==> src/rtl/puf_challenge_scrambler_pkg.sv <==
// Shared definitions for the PUF challenge scrambler: FSM states, LFSR taps
// and the seed substituted for an all-zero seed.
package puf_challenge_scrambler_pkg;

    typedef enum logic [1:0] {
        ST_IDLE,
        ST_GEN,
        ST_EMIT,
        ST_DONE
    } scr_state_t;

    // Taps for x^8+x^6+x^5+x^4+1 on a left-shifting Fibonacci register.
    localparam logic [7:0] LFSR_TAPS         = 8'hB8;
    localparam logic [7:0] DEFAULT_ZERO_SEED = 8'hA5;

endpackage

==> src/rtl/puf_lfsr8.sv <==
// Combinational next-state function of the 8-bit challenge LFSR.
module puf_lfsr8
    import puf_challenge_scrambler_pkg::*;
(
    input  logic [7:0] s,
    output logic [7:0] s_next
);

    assign s_next = {s[6:0], ^(s & LFSR_TAPS)};

endmodule

==> src/rtl/puf_challenge_scrambler.sv <==
// Expands an 8-bit seed into P_NUM_CHAL LFSR challenge words and hands them
// to the PUF array over valid/ready with sequential addresses.
module puf_challenge_scrambler
    import puf_challenge_scrambler_pkg::*;
#(
    parameter int unsigned P_ADDR_WIDTH = 12,
    parameter int unsigned P_DATA_WIDTH = 32,
    parameter int unsigned P_NUM_CHAL   = 16,
    parameter logic [7:0]  P_ZERO_SEED  = DEFAULT_ZERO_SEED
) (
    input  logic                    clk,
    input  logic                    Reset,
    input  logic                    En_Scrambler,
    input  logic                    Reset_Scrambler,
    input  logic [7:0]              Seed_Data_LFSR,
    output logic                    done_Scrambler,
    output logic                    Chal_Valid,
    input  logic                    Chal_Ready,
    output logic [P_DATA_WIDTH-1:0] Chal_Data,
    output logic [P_ADDR_WIDTH-1:0] Chal_Addr
);

    localparam int unsigned BYTES = P_DATA_WIDTH / 8;
    localparam int unsigned BCW   = (BYTES > 1) ? $clog2(BYTES) : 1;
    localparam logic [BCW-1:0]          LAST_BYTE = BCW'(BYTES - 1);
    localparam logic [P_ADDR_WIDTH-1:0] LAST_WORD = P_ADDR_WIDTH'(P_NUM_CHAL - 1);

    scr_state_t              state_q, state_d;
    logic [7:0]              lfsr_q, lfsr_d, lfsr_next;
    logic [BCW-1:0]          byte_q, byte_d;
    logic [P_ADDR_WIDTH-1:0] word_q, word_d;
    logic [P_DATA_WIDTH-1:0] data_q, data_d;
    logic                    valid_q, valid_d;
    logic                    done_q, done_d;

    puf_lfsr8 u_lfsr (
        .s      (lfsr_q),
        .s_next (lfsr_next)
    );

    always_ff @(posedge clk) begin
        if (Reset) begin
            state_q <= ST_IDLE;
            lfsr_q  <= '0;
            byte_q  <= '0;
            word_q  <= '0;
            data_q  <= '0;
            valid_q <= 1'b0;
            done_q  <= 1'b0;
        end else begin
            state_q <= state_d;
            lfsr_q  <= lfsr_d;
            byte_q  <= byte_d;
            word_q  <= word_d;
            data_q  <= data_d;
            valid_q <= valid_d;
            done_q  <= done_d;
        end
    end

    always_comb begin
        state_d = state_q;
        lfsr_d  = lfsr_q;
        byte_d  = byte_q;
        word_d  = word_q;
        data_d  = data_q;
        valid_d = valid_q;
        done_d  = done_q;

        // A restart overrides every state, including a word mid-handshake.
        if (Reset_Scrambler) begin
            lfsr_d  = (Seed_Data_LFSR == '0) ? P_ZERO_SEED : Seed_Data_LFSR;
            byte_d  = '0;
            word_d  = '0;
            valid_d = 1'b0;
            done_d  = 1'b0;
            state_d = ST_GEN;
        end else begin
            case (state_q)
                ST_IDLE: ;
                ST_GEN: begin
                    if (En_Scrambler) begin
                        lfsr_d = lfsr_next;
                        data_d = P_DATA_WIDTH'({data_q, lfsr_next});
                        if (byte_q == LAST_BYTE) begin
                            byte_d  = '0;
                            valid_d = 1'b1;
                            state_d = ST_EMIT;
                        end else begin
                            byte_d = byte_q + 1'b1;
                        end
                    end
                end
                ST_EMIT: begin
                    if (Chal_Ready) begin
                        valid_d = 1'b0;
                        if (word_q == LAST_WORD) begin
                            done_d  = 1'b1;
                            state_d = ST_DONE;
                        end else begin
                            word_d  = word_q + 1'b1;
                            byte_d  = '0;
                            state_d = ST_GEN;
                        end
                    end
                end
                ST_DONE: done_d = 1'b1;
                default: state_d = ST_IDLE;
            endcase
        end
    end

    assign done_Scrambler = done_q;
    assign Chal_Valid     = valid_q;
    assign Chal_Data      = data_q;
    assign Chal_Addr      = word_q;

endmodule

==> config.mk <==
export PLATFORM = sky130hd
export DESIGN_NAME = puf_challenge_scrambler
export DESIGN_NICKNAME = d
export VERILOG_FILES = /design/src/rtl/puf_challenge_scrambler_pkg.sv /design/src/rtl/puf_lfsr8.sv /design/src/rtl/puf_challenge_scrambler.sv
export SDC_FILE = /design/constraint.sdc
export NUM_CORES = 1
export LEC_CHECK = 0
export BUFFER_PORTS_ARGS = -buffer_cell sky130_fd_sc_hd__buf_2
export CAP_MARGIN = 30
export CORE_MARGIN = 1
export CORE_UTILIZATION = 47
export DETAILED_ROUTE_END_ITERATION = 10
export PLACE_DENSITY = 0.82
export SYNTH_ARGS = -nofsm -noshare
export SYNTH_HDL_FRONTEND = slang
export SYNTH_SLANG_ARGS = --single-unit
export TNS_END_PERCENT = 50
==> constraint.sdc <==
create_clock -name clk -period 1.8 [get_ports clk]
set_input_delay 0.09 -clock clk [delete_from_list [all_inputs] [get_ports clk]]
set_output_delay 0.09 -clock clk [all_outputs]
set_load 0.03 [all_outputs]
== Yosys cells after proc, flatten, opt, wreduce, memory -nomap -nowiden ==
Cells that the tools add are included.
Widths: inputs -> output; s select.
Word-level totals
  register bits: 58
  input port bits: 13
  output and inout port bits: 46
Cells by class
  $add $sub $neg: 2
  equality and inequality tests: 13
  muxes and demuxes: 22
  bitwise operators: 2
  reductions and logical operators: 15
Operators by type and width (number)
  $mux 8: 4
  $mux 2: 8
  $add 12x1->12 const B: 1
  $eq 12x4->1 const B: 1
  $reduce_and 4->1: 3
  $ne 2x2->1 const B: 5
  $ne 3x3->1 const B: 3
  $reduce_and 3->1: 3
  $logic_not 8->1: 1
  $pmux 2 s2: 2
  $reduce_bool 2->1: 4
  $reduce_xor 8->1: 1
  $eq 2x2->1 const B: 3
  $mux 1: 6
  $pmux 1 s2: 2
  $reduce_bool 3->1: 1
  $add 2x1->2 const B: 1
  $eq 2x1->1 const B: 1
  $not 1->1: 2
  $reduce_and 2->1: 1
  $reduce_or 2->1: 1

== Logic depth before layout (Yosys ltp) ==
Gate-level depths: netlist (run 1).
  word-level depth: 5
  gate-level depth with buffers: 6
  gate-level depth less buffers: 5

== Cells and area by module ==
From an unflattened synthesis (run 1), not the netlist that was laid out.
Unflattened totals
  cells, all modules: 290
  area total of the unflattened synthesis: 2366.0 µm²
By module, submodules not included
  puf_challenge_scrambler: times used 1, cells an instance 280, area an instance 2287.2 µm², sequential area each 1161.1 µm²
  puf_lfsr8: times used 1, cells an instance 10, area an instance 78.8 µm², sequential area each 0.0 µm²

== Worst setup path after synthesis (run 1) ==
No wires, ideal clock.
  kind: register -> register
  start point: register word_q[0], in the netlist Chal_Addr[0]
  end point: register word_q[2], in the netlist Chal_Addr[2]
  setup time: 0.071 ns
  arrival time: 1.752 ns
  data required time: 1.729 ns
  path slack: -0.022 ns
  stages on the path, launching flop included: 7
  buffers on the path: 1
  clock period less this slack: 1.822 ns
  path through: dfxtp_1 ha_1 nor4bb_1 and4_1 buf_6 or4_1 a21oi_1
On the way
  word-level cells in the longest chain between the ends: 3
  elaborated cells between the ends (all ways): 4
  classes of those cells: 1 x add/sub; 1 x eq/ne; 1 x bitwise; 1 x reduce/logical
Ends and longest elaborated chain
  start, declared: line puf_challenge_scrambler.sv:31  | logic [P_ADDR_WIDTH-1:0] word_q, word_d;
  start signal, assigned: line puf_challenge_scrambler.sv:54  | word_q <= word_d;
  parallel branches: the longest is 3 deep, another holds $add 12x1->12
Parallel ways; which one is timed is not known.
A chain may end at the register's enable or synchronous reset.

== Final worst setup path (run 1) ==
Same ends and word-level chain as after synthesis.

==> metrics.yaml, run 1 <==
status: "finished, final reports clean"
clock_skew_ns: 0.00807
antenna-diode-count: 0
starting_density_pct: 49.0
number_of_warning_messages_in_the_yosys_log: 0
clkLatencyLatePin_ns: 0.34
max_cap_violations: 0
cts_root_buffer: "sky130_fd_sc_hd__clkbuf_8"
worst-endpoint-arrival_ns: 1.96
hold_path_start: "Seed_Data_LFSR[5]"
detailedPlacementHpwl_um: 3420
chipHeight_um: 72.2
drt_pre_antenna_iters: 4
maxClockFrequency_mhz: 588
finalHoldViolations: 0
layout.cell_area.non_filler_um2: 2930
leakage_nw: 1.19
hold_depth: 3
antenna_found_initial: 0
synth-xor-area-share_pct: 3.79
layout_min_cycle_time_ns: 1.70
synth_compound_area_share_pct: 14.8
initialDrtViolationCount: 159
io_buffer_count: 58
routed_wire_length_per_instance_um: 12.1
die_extent_in_x_um: 72.2
finish.net_count: 356
syn_nets: 297
r2r_setup_slack_ns: 0.10
timing_max_transition_violations_final: 0
final.setup.tns_ns: 0
synth.top_cells.by_area: "sky130_fd_sc_hd__dfxtp_1 (50%), sky130_fd_sc_hd__nand2_1 (12%), sky130_fd_sc_hd__a21oi_1 (8.4%)"
boundaryPins: 59
clk_pin_slew_worst_paths_ns: 0.07
syn_to_final_growth_pct: 26.8
die_area_um2: 5210
worstPathRequired_ns: 2.06
max-clock-path-buffers: 2
pin_count_of_the_biggest_net_entering_global_routing: 42
critPathCaptureType: "flop"
drt_wl_total_um: 5000
synthMuxAreaShare_pct: 1.30
vias: 2107
grt_pass1_wl_um: 8270
vias_per_cell: 5.10
min_to: "lfsr_q[5]"
ant_nets: 0
cts_tree: "yes"
post_dp_cell_area_um2: 2670
core_area_um2: 4720
synth_area_per_cell_um2: 8.20
worst_r2r_path_depth: 5
unrepaired_setup_endpoints_after_global_routing: "false"
cts-buffers-inserted: 9
numPlacedInstances: 397
synth_cell_types: 36
netlist.top_cell.by_area: "sky130_fd_sc_hd__dfxtp_1"
simple_gate_portion_of_the_synthesized_area_pct: 24.5
worst-setup-path-type: "reg -> reg"
sequential_cell_area_um2: 1160
largest_family_of_logic_cells_by_synthesized_area: "simple AND/OR/NAND/NOR gates"
clock_sink_count: 58
htreeDepth: 3
yosys_register_bits: 58
std_cell_rows: 25
slew_headroom_pct: 72.5
yosys.area_share.adder_pct: 1.08
worstSetupStartpointType: "flop"
hold_path_class: "in -> reg"
netlist.area_leader.share_pct: 50.2
vias_in_the_first_global_route: 1868
power_density_nw_per_um2: 1040
reg2reg_to: "Chal_Addr[2]"
synthesis.instances: 282
setup_violations: 0
multi_input_comb_area_um2: 1060
layout.cells.non_filler: 413
r2r_start: "Chal_Addr[0]"
n_fill_cell: 429
globalRouteTotalUtil_pct: 20.5
critPathMaxFanout: 9
ir_worst_vdd_mv: 0.607
grt_overflow_total: 0
globalplace.congestion: 0.850
number_of_drc_violations_after_detailed_routing: 0
post_synth_instance_area_um2: 2310
post_route_cells_drive_above_1_share_pct: 25.4
period_share_pct: 94.4
worst_slew_pin_slew_ns: 0.413
synth-seq-area-share_pct: 50.2
[cell usage after synthesis (all sizes together)]
library cell,instances
a211oi,1
a21oi,39
a221oi,3
a311oi,4
a31o,1
a31oi,2
and3b,2
and4,1
buf,6
clkbuf,11
dfxtp,58
ha,2
inv,6
mux2i,3
nand2,77
nand2b,1
nand3,6
nand3b,2
nand4,4
nor2,17
nor3,4
nor4,8
nor4bb,1
o211ai,1
o21a,1
o21ai,5
o311a,1
o31ai,1
or2,1
or3,2
or4,1
xnor2,8
xor2,2
[area by class of cell]
class                      count  share of cell area [%]
sequential                    58                    39.6
multi-input combinational    201                    36.0
timing repair buffer          65                    11.7
clock inverter                 7                    4.82
clock buffer                   9                    4.22
tap                           67                    2.86
inverter                       6                   0.768
[metal layers]
metal  routed length, um  vias to the layer above  GRT usage, %
li1                    -                     1085             -
met1                2460                      955          27.3
met2                2230                       59          30.9
met3                 224                        8          5.00
met4                  82                        0          10.5
met5                   0                        -             0
[registers in the layout, indices dropped and copies added, names as in the netlist]
| register | flops |
|---|---|
| Chal_Addr | 12 |
| Chal_Data | 32 |
| Chal_Valid | 1 |
| byte_q | 2 |
| done_Scrambler | 1 |
| lfsr_q | 8 |
| state_q | 2 |
[cell usage in the layout (no fill, tap or decap), types with 5 or more instances in the layout]
cell                       instances
sky130_fd_sc_hd__xnor2_1           8
sky130_fd_sc_hd__clkbuf_8          9
sky130_fd_sc_hd__o21ai_0           5
sky130_fd_sc_hd__nor4_1            8
sky130_fd_sc_hd__a21oi_1          39
sky130_fd_sc_hd__dfxtp_1          57
sky130_fd_sc_hd__nor2_1           16
sky130_fd_sc_hd__buf_2            58
sky130_fd_sc_hd__inv_1             6
sky130_fd_sc_hd__buf_4             7
sky130_fd_sc_hd__nand3_1           6
sky130_fd_sc_hd__nand2_1          77
[kinds of logic (layout without fill, tap and decap cells)]
group | after synthesis | count (layout)
multiplexers | 3 | 3
XOR/XNOR | 10 | 10
flip-flops | 58 | 58
AO/OA/AOI/OAI | 59 | 59
AND/OR/NAND/NOR | 127 | 127
adder cells (fa/ha/maj) | 2 | 2
buffers and inverters | 23 | 87
[power by group]
group / switching [mW] / internal, mW / leakage (nW)
logic: 0.0877 / 0.0499 / 0.593
clock network: 0.533 / 1.06 / 0.129
registers: 0.0188 / 1.30 / 0.470
total: 0.639 / 2.41 / 1.19
[worst max-delay path by stage]
stage | depth (start not counted) | end | slack [ns] | startpoint
floorplan | 6 | Chal_Addr[4] | -0.007 | Chal_Addr[1]
global placement | 5 | Chal_Addr[4] | 0.13 | Chal_Addr[1]
detailed placement | 5 | Chal_Addr[4] | 0.1 | Chal_Addr[1]
CTS | 5 | Chal_Addr[4] | 0.08 | Chal_Addr[1]
global route | 5 | Chal_Addr[4] | 0.01 | Chal_Addr[1]
finish | 5 | Chal_Addr[2] | 0.10 | Chal_Addr[0]
[metrics by stage]
stage          power (mW)  utilization (%)  hold WS [ns]  worst slack [ns]
6_report             3.05             62.1        0.0270             0.100
5_1_grt              3.14             62.1        0.0170            0.0109
2_1_floorplan        1.44                -         0.241          -0.00732
4_1_cts              3.07             62.1        0.0149            0.0816
3_5_place_dp         1.49             56.5         0.373            0.0961
3_3_place_gp         1.48             56.5         0.361             0.133
[worst max-delay path, cell delays in order (launching register included)]
cell and delay, ns:
sky130_fd_sc_hd__dfxtp_2 0.34, sky130_fd_sc_hd__ha_1 0.23, sky130_fd_sc_hd__nor4bb_1 0.16, sky130_fd_sc_hd__and4_2 0.29
sky130_fd_sc_hd__or4_1 0.48, sky130_fd_sc_hd__a21oi_1 0.14
[repair_timing]
item / CTS / global route
hold buffers: 0 / 0
endpoints found under the setup margin: 0 / 6
buffers inserted: 0 / 0
gates resized for setup: 0 / 1
Power figures use the tool's default switching activity.
==> inputs of run 2 (changes only) <==
==> constraint.sdc (replaced) <==
create_clock -name clk -period 1.8 [get_ports clk]
set_input_delay 0 -clock clk [delete_from_list [all_inputs] [get_ports clk]]
set_output_delay 0 -clock clk [all_outputs]
set_load 0.03 [all_outputs]
==> metrics.yaml, run 2 (synthesis gave the netlist of run 1 again) <==
clk_pin_slew_worst_paths_ns: 0.07  # about the same
worst-endpoint-arrival_ns: 1.96  # about the same
layout.cells.most_common_list: "sky130_fd_sc_hd__nand2_1 (77), sky130_fd_sc_hd__buf_2 (58), sky130_fd_sc_hd__dfxtp_1 (57)"
placement.setup.worst_slack_ns: 0.0961  # unchanged
fin_ws_ns: 0.0994  # -0.000847 ns
starting_density_pct: 49.0  # unchanged
sequential_cell_area_um2: 1160  # unchanged
report.power.total_mw: 3.06  # +0.41%
net-switching-power_mw: 0.641  # +0.19%
ir_worst_vdd_mv: 0.607  # about the same
slew_headroom_pct: 72.7  # +0.20 points
maxClockFrequency_mhz: 588  # about the same
hold_path_start: "Seed_Data_LFSR[1]"
r2r_start: "Chal_Addr[0]"
syn_to_final_growth_pct: 30.2
worst_slew_pin_slew_ns: 0.410  # -0.00298 ns
mostFrequentLayoutCell: "sky130_fd_sc_hd__nand2_1"
critPathMaxFanout: 9  # unchanged
worst_path_top_cell_family_by_delay: "simple AND/OR/NAND/NOR gates"
drt_wl_total_um: 5070  # +1.4%
io_buffer_count: 58  # unchanged
critPathCaptureType: "flop"
htreeDepth: 3  # unchanged
critical_path.cell_chain: "ha_1 -> nor4bb_1 -> and4_2 -> or4_1 -> a21oi_1"
max_cap_violations: 0  # unchanged
slowest_stage: "sky130_fd_sc_hd__or4_1"
globalplace.congestion: 0.850  # unchanged
routed_wire_length_per_instance_um: 12.0  # -0.51%
leakage_nw: 1.23  # +2.8%
clkPwrFrac_pct: 51.9  # -0.3 points
ant_nets: 0  # unchanged
worst_path_bufs_invs: 0  # unchanged
p_int_mw: 2.42  # +0.47%
timing_max_transition_violations_final: 0  # unchanged
period_share_pct: 94.5  # about the same
max_stage_delay_ns: 0.48  # about the same
detailedPlacementHpwl_um: 3420  # unchanged
worst-setup-path-type: "reg -> reg"
drt_pre_antenna_iters: 4  # unchanged
worstPathRequired_ns: 2.06  # about the same
die_extent_in_x_um: 72.2  # unchanged
post_dp_cell_area_um2: 2670  # unchanged
power_density_nw_per_um2: 1020  # -2.3%
finish.net_count: 364  # +2.2%
comb_power_share_pct: 4.9  # +0.4 points
layout.cell_area.non_filler_um2: 3010  # +2.7%
multi_input_comb_area_um2: 1060  # unchanged
globalRouteTotalUtil_pct: 20.7  # +0.21 points
status: "finished, final reports clean"
antenna-diode-count: 0  # unchanged
cts-buffers-inserted: 9  # unchanged
number_of_drc_violations_after_detailed_routing: 0  # unchanged
power.sequential.fraction_pct: 43.1  # -0.2 points
pin_count_of_the_biggest_net_entering_global_routing: 42  # unchanged
hold_path_class: "in -> reg"
std_cell_rows: 25  # unchanged
grt_overflow_total: 0  # unchanged
clock_skew_ns: 0.00745  # -0.000624 ns
layout_min_cycle_time_ns: 1.70  # +0.000847 ns
worstSetupStartpointType: "flop"
clkLatencyLatePin_ns: 0.33  # about the same
grt_pass1_wl_um: 8360  # +1.1%
vias: 2127  # +0.95%
timing.critical_path.from: "Chal_Addr[0]"
finalHoldViolations: 0  # unchanged
antenna_found_initial: 0  # unchanged
boundaryPins: 59  # unchanged
initialDrtViolationCount: 187  # +18%
sw_frac_of_total_pct: 20.9  # -0.046 points
unrepaired_setup_endpoints_after_global_routing: "false"
cts_root_buffer: "sky130_fd_sc_hd__clkbuf_8"
post_route_cells_drive_above_1_share_pct: 24.9  # -0.57 points
max-clock-path-buffers: 2  # unchanged
chipHeight_um: 72.2  # unchanged
clock_sink_count: 58  # unchanged
core_area_um2: 4720  # unchanged
vias_in_the_first_global_route: 1891  # +1.2%
cts_tree: "yes"
largest_register_ffs: 32  # unchanged
vias_per_cell: 5.05  # -0.97%
setup_violations: 0  # unchanged
n_fill_cell: 420  # -2.1%
die_area_um2: 5210  # unchanged
run 2: worst reg2reg max path, cell delays in order (launching register included):
cell and delay (ns):
sky130_fd_sc_hd__dfxtp_2 0.34, sky130_fd_sc_hd__ha_1 0.23, sky130_fd_sc_hd__nor4bb_1 0.16, sky130_fd_sc_hd__and4_2 0.29
sky130_fd_sc_hd__or4_1 0.48, sky130_fd_sc_hd__a21oi_1 0.14
run 2: layout make-up:
| cell class | instances | share of cell area, % |
|---|---|---|
| clock inverter | 7 | 4.69 |
| sequential | 58 | 38.6 |
| clock buffer | 9 | 4.11 |
| timing repair buffer | 73 | 14.0 |
| multi-input combinational | 201 | 35.0 |
| inverter | 6 | 0.748 |
| tap | 67 | 2.78 |
run 2: power groups by stage:
stage          combinational, mW  clock, mW  sequential, mW
2_1_floorplan             0.0849          0            1.35
3_3_place_gp               0.133          0            1.35
3_5_place_dp               0.136          0            1.35
4_1_cts                    0.151       1.61            1.32
5_1_grt                    0.166       1.66            1.32
6_report                   0.151       1.59            1.32
run 2: layer usage:
metal / up-vias / global-route usage, % / share of wire [%]
met3: 8 / 5.00 / 3.6
met1: 973 / 27.6 / 50
li1: 1099 / - / -
met4: 0 / 10.5 / 1.6
met5: - / 0 / 0
met2: 47 / 31.4 / 45
run 2: path summary, 6_finish.rpt:
check,cells after the start,end,slack (ns)
setup / recovery,5,Chal_Addr[2],0.1
hold / removal,3,lfsr_q[1],0.02
setup reg to reg,5,Chal_Addr[2],0.1
hold reg to reg,2,Chal_Data[31],0.45
run 2: metrics by stage:
step	hold slack [ns]	cells	TNS, ns	util [%]
after detailed placement	0.283	397	0	56.5
after global routing	0.0480	421	0	63.8
after CTS	0.00592	421	0	63.8
final	0.0228	421	0	63.8
after global placement	0.271	397	0	56.5
after floorplan	0.151	282	-0.00732	-
run 2: what timing repair did:
| action | 4_1_cts | 5_1_grt |
|---|---|---|
| gates resized for setup | 0 | 1 |
| hold buffers | 8 | 0 |
| endpoints found under the setup margin | 0 | 6 |
| hold endpoints to repair | 8 | 0 |
| setup buffers | 0 | 0 |
